$ cat config.mk
export PLATFORM = sky130hd
export DESIGN_NAME = subleq_sequencer
export DESIGN_NICKNAME = d
export VERILOG_FILES = /design/src/rtl/subleq_sequencer.sv
export SDC_FILE = /design/constraint.sdc
export NUM_CORES = 1
export LEC_CHECK = 0
export ABC_CLOCK_PERIOD_IN_PS = 6600
export CAP_MARGIN = 20
export CORE_UTILIZATION = 50
export CTS_CLUSTER_SIZE = 30
export DETAILED_ROUTE_END_ITERATION = 6
export PLACE_DENSITY_LB_ADDON = 0.15
export SLEW_MARGIN = 5
export SYNTH_ARGS = -nofsm -noshare
export SYNTH_HDL_FRONTEND = slang
export SYNTH_SLANG_ARGS = --single-unit
$ cat constraint.sdc
create_clock -name clkIn -period 6.6 [get_ports clkIn]
set_input_delay 0.66 -clock clkIn [delete_from_list [all_inputs] [get_ports clkIn]]
set_output_delay 0.66 -clock clkIn [all_outputs]
set_load 0.03 [all_outputs]
$ cat src/rtl/subleq_sequencer.sv
// subleq_sequencer: control FSM for a SUBLEQ core on a shared single-port
// memory. Each instruction is three operand-address fetches, two operand
// reads and one write-back. The core then takes the branch or steps the PC.
// All memory-side outputs are registers. They only change on an accepted
// ack, so they stay stable while the memory inserts wait states.

module subleq_sequencer #(
    parameter int                ADDR_W   = 8,
    parameter int                DATA_W   = 16,
    parameter logic [ADDR_W-1:0] START_PC = {ADDR_W{1'b0}}
) (
    input  logic              clkIn,
    input  logic              reset,
    input  logic              start,
    output logic              mem_req,
    output logic              mem_we,
    output logic [ADDR_W-1:0] mem_addr,
    output logic [DATA_W-1:0] mem_wdata,
    input  logic [DATA_W-1:0] mem_rdata,
    input  logic              mem_ack,
    output logic [ADDR_W-1:0] pc,
    output logic              busy,
    output logic              halted,
    output logic [15:0]       instr_count
);

    typedef enum logic [2:0] {
        ST_IDLE    = 3'd0,
        ST_FETCH_A = 3'd1,
        ST_FETCH_B = 3'd2,
        ST_FETCH_C = 3'd3,
        ST_READ_A  = 3'd4,
        ST_READ_B  = 3'd5,
        ST_WRITE_B = 3'd6,
        ST_HALT    = 3'd7
    } state_t;

    state_t            state_r;
    logic [ADDR_W-1:0] a_r;
    logic [ADDR_W-1:0] b_r;
    logic [ADDR_W-1:0] c_r;
    logic [DATA_W-1:0] opa_r;
    logic [DATA_W-1:0] diff_r;

    logic              leq_s;
    logic              halt_s;
    logic [ADDR_W-1:0] seq_pc_s;
    logic [ADDR_W-1:0] next_pc_s;

    // The write data is the difference register itself. It is held from READ_B until the write is acked.
    assign mem_wdata = diff_r;

    // Branch decision and next-PC selection, taken from the stored difference and operand addresses.
    always_comb begin
        leq_s     = diff_r[DATA_W-1] | (diff_r == {DATA_W{1'b0}});
        seq_pc_s  = pc + ADDR_W'(2'd3);
        next_pc_s = leq_s ? c_r : seq_pc_s;
        halt_s    = leq_s & (c_r == pc);
    end

    // Sequencer: advance on ack, latch operands, and update the PC, count and status.
    always_ff @(posedge clkIn) begin
        if (reset) begin
            state_r     <= ST_IDLE;
            mem_req     <= 1'b0;
            mem_we      <= 1'b0;
            mem_addr    <= {ADDR_W{1'b0}};
            a_r         <= {ADDR_W{1'b0}};
            b_r         <= {ADDR_W{1'b0}};
            c_r         <= {ADDR_W{1'b0}};
            opa_r       <= {DATA_W{1'b0}};
            diff_r      <= {DATA_W{1'b0}};
            pc          <= START_PC;
            busy        <= 1'b0;
            halted      <= 1'b0;
            instr_count <= 16'd0;
        end else begin
            case (state_r)
                ST_IDLE, ST_HALT: begin
                    if (start) begin
                        state_r     <= ST_FETCH_A;
                        pc          <= START_PC;
                        instr_count <= 16'd0;
                        mem_req     <= 1'b1;
                        mem_we      <= 1'b0;
                        mem_addr    <= START_PC;
                        busy        <= 1'b1;
                        halted      <= 1'b0;
                    end
                end
                ST_FETCH_A: begin
                    if (mem_ack) begin
                        a_r      <= mem_rdata[ADDR_W-1:0];
                        mem_addr <= pc + ADDR_W'(2'd1);
                        state_r  <= ST_FETCH_B;
                    end
                end
                ST_FETCH_B: begin
                    if (mem_ack) begin
                        b_r      <= mem_rdata[ADDR_W-1:0];
                        mem_addr <= pc + ADDR_W'(2'd2);
                        state_r  <= ST_FETCH_C;
                    end
                end
                ST_FETCH_C: begin
                    if (mem_ack) begin
                        c_r      <= mem_rdata[ADDR_W-1:0];
                        mem_addr <= a_r;
                        state_r  <= ST_READ_A;
                    end
                end
                ST_READ_A: begin
                    if (mem_ack) begin
                        opa_r    <= mem_rdata;
                        mem_addr <= b_r;
                        state_r  <= ST_READ_B;
                    end
                end
                ST_READ_B: begin
                    // The operand B word goes straight into the difference; it is not needed afterwards.
                    if (mem_ack) begin
                        diff_r  <= mem_rdata - opa_r;
                        mem_we  <= 1'b1;
                        state_r <= ST_WRITE_B;
                    end
                end
                ST_WRITE_B: begin
                    if (mem_ack) begin
                        mem_we <= 1'b0;
                        if (instr_count != 16'hFFFF) begin
                            instr_count <= instr_count + 16'd1;
                        end
                        if (halt_s) begin
                            state_r <= ST_HALT;
                            mem_req <= 1'b0;
                            busy    <= 1'b0;
                            halted  <= 1'b1;
                        end else begin
                            pc       <= next_pc_s;
                            mem_addr <= next_pc_s;
                            state_r  <= ST_FETCH_A;
                        end
                    end
                end
                default: begin
                    state_r <= ST_IDLE;
                    mem_req <= 1'b0;
                    mem_we  <= 1'b0;
                    busy    <= 1'b0;
                    halted  <= 1'b0;
                end
            endcase
        end
    end

endmodule

==> impl_metrics.py <==
metrics = {
    "critical_path": {
        "path_class": "flip-flop to flip-flop",
        "start_kind": "flip-flop",
        "arrival_ns": 3.37,
        "required_ns": 6.90,
        "critPathMaxFanout": 15,
        "endpoint_kind": "flip-flop",
    },
    "timing": {
        "fmax_mhz": 326,
        "finClkSkew_ns": 0.00466,
        "hold_viol": 0,
        "worst_hold_slack_ns": 0.457,
        "finalSetupTns_ns": 0,
        "final-setup-viol-count": 0,
        "rsz0062_at_grt": "false",
        "relSlewSlack_pct": 40.3,
        "period_needed_ns": 3.07,
        "drv_slew": 0,
        "worst_pin_slew_ns": 0.894,
        "post-route-period-util_pct": 46.5,
    },
    "run_status": {
        "status": "finished, final reports clean",
    },
    "die": {
        "fp.coreArea_mm2": 0.0103,
        "placementRows": 37,
        "die_w_um": 105,
        "io_pins": 72,
        "dieArea_mm2": 0.0110,
        "dieHeight_um": 105,
        "start_util_pct": 51.5,
    },
    "detailed_routing": {
        "vias": 4980,
        "drcViolationCount": 0,
        "drt_iter0_drc": 248,
        "routedWlPerCell_um": 16.1,
        "viasPerCell": 5.71,
        "routed_wl_um": 14100,
        "first_pass_iters": 4,
        "final_antenna_net_count": 0,
    },
    "cells_and_area": {
        "stdcell_count": 872,
        "layout.nets": 772,
        "final_cell_mix": "nand2_1, dfxtp_1, a21oi_1",
        "antenna_cells": 0,
        "area_growth_pct": 17.4,
        "stdcell_area_mm2": 0.00621,
        "final_common_cell": "nand2_1",
        "drive_above_1_share_pct": 4.35,
        "utilization_pct": 60.4,
    },
    "power": {
        "cellPowerDensity_mw_per_mm2": 197,
        "ir_drop_v": 0.0000879,
        "p_comb_share_pct": 20.3,
        "sw_frac_of_total_pct": 32.6,
        "p_int_mw": 0.825,
        "power.switching_mw": 0.399,
        "seqPwrFrac_pct": 49.7,
        "pwr-share-clk_pct": 30.1,
        "p_leak_nw": 2.02,
    },
    "logic_synthesis": {
        "synthAdderAreaFrac_pct": 5.11,
        "synth_top_area_share_pct": 35.6,
        "ys_seq_area_share_pct": 35.6,
        "synth_compound_area_share_pct": 20.6,
        "yosysTopAreaCell": "dfxtp_1",
        "synth_fp_nets": 726,
        "synth-simple-area-share_pct": 25.2,
        "netlist_area_mm2": 0.00529,
        "ys_warn_count": 0,
        "avgSynthCellArea_um2": 7.72,
        "ys_async_sr_fraction_pct": 0,
        "yosys.area_share.xor_xnor_pct": 5.79,
        "ys_ff_latch": 94,
        "syn_inst": 685,
        "netlist_top_cells_area": "dfxtp_1, nand2_1, a21oi_1, xnor2_1, nor2_1",
        "ys.flop_type": "dfxtp_1",
        "synth-edff-count": 0,
        "synth_mux_area_share_pct": 2.46,
        "synth_top_family_by_area": "simple AND/OR/NAND/NOR gates",
        "synthDistinctLibCells": 61,
    },
    "clock_network": {
        "ctsResizeCount": 0,
        "cts_tree": "done",
        "cts_buffer_depth": 2,
        "root_buffer": "clkbuf_8",
        "post_cts_buffers": 0,
        "clock_sinks": 94,
        "hold_buffers": 0,
        "clk_pin_slew_ns": 0.10,
        "h-tree-depth": 3,
        "cts_buffers": 9,
        "clock_latency_ns": 0.37,
    },
    "global_route": {
        "antenna_found_initial": 0,
        "grt_pass1_wl_um": 23000,
        "grt_max_degree": 88,
        "overflow": 0,
        "grt_usage_pct": 26.3,
        "grt_pass1_vias": 4546,
    },
    "placed_design": {
        "dp_hpwl_um": 10200,
        "routabilityCongestion": 0.910,
        "place_area_mm2": 0.00602,
        "numPortBuffers": 71,
        "placed_cells": 855,
    },
    "flow_run": {
        "cap_violations": 0,
    },
    "worst_hold_path": {
        "worst_hold_path_type": "flip-flop to flip-flop",
    },
}
[through the flow]
step	worst slack [ns]	power (mW)
final	3.53	1.22
after global routing	3.39	1.28
after CTS	3.57	1.23
after detailed placement	3.35	0.867
after global placement	3.44	0.864
after floorplan	4.14	0.798
[critical path, stage by stage (launching register included)]
cell       delay, ns
dfxtp_1         0.35
nor4_2          0.47
a41oi_2         0.52
or3_1           0.69
o221ai_1        0.28
nor2b_1         0.50
o2bb2ai_1       0.17
[area by class of cell]
class / instances / area (um^2)
fillers: 982 / 4070
inverters: 29 / 109
well taps: 136 / 170
repair buffers: 75 / 739
multi-input cells: 522 / 3130
clock inverters: 6 / 43.8
clock buffers: 10 / 138
flip-flops and latches: 94 / 1880
[power groups by stage]
stage | registers (mW) | logic (mW) | clock network [mW]
2_1_floorplan | 0.612 | 0.186 | 0
3_3_place_gp | 0.620 | 0.244 | 0
3_5_place_dp | 0.621 | 0.247 | 0
4_1_cts | 0.608 | 0.248 | 0.379
5_1_grt | 0.610 | 0.274 | 0.399
6_report | 0.608 | 0.248 | 0.368
[cell usage after synthesis (9+ instances only)]
| cell | instances |
|---|---|
| clkbuf_1 | 28 |
| nand3_1 | 25 |
| inv_1 | 29 |
| nand3b_1 | 9 |
| ha_1 | 20 |
| o21ai_0 | 16 |
| nand2_1 | 116 |
| nor3_1 | 16 |
| dfxtp_1 | 94 |
| xnor2_1 | 32 |
| buf_2 | 9 |
| nor2_1 | 69 |
| mux2i_1 | 13 |
| a211oi_1 | 16 |
| a21oi_1 | 73 |
[registers in the layout, summed over array words and instances, names as in the netlist]
| register | count |
|---|---|
| a_r | 8 |
| mem_we | 1 |
| b_r | 8 |
| state_r | 3 |
| opa_r | 16 |
| c_r | 8 |
| instr_count | 16 |
| halted | 1 |
| mem_addr | 8 |
| busy | 1 |
| pc | 8 |
| mem_wdata | 16 |
[per-layer routing]
layer,share of wire [%],wire [um],global-route usage [%]
met5,0,0,0
met4,1.4,202,7.65
met3,5.5,770,4.55
met2,47,6540,42.7
met1,47,6550,35.8
[final timing paths]
path	slack (ns)	startpoint	cells after the start	endpoint
max reg2reg	3.53	mem_wdata[10]	6	mem_addr[0]
min reg2reg	0.46	opa_r[14]	2	opa_r[14]
max	3.53	mem_wdata[10]	6	mem_addr[0]
min	0.46	opa_r[14]	2	opa_r[14]
[logic make-up after synthesis]
| logic type | after synthesis |
|---|---|
| AOI/OAI and AO/OA | 167 |
| xor gates and xnor gates | 35 |
| muxes | 13 |
| and+or+nand+nor | 286 |
| DFF | 94 |
| adders and majority gates | 21 |
| buffers and inverters | 69 |
Note: power is estimated with default switching activity, not from simulation.
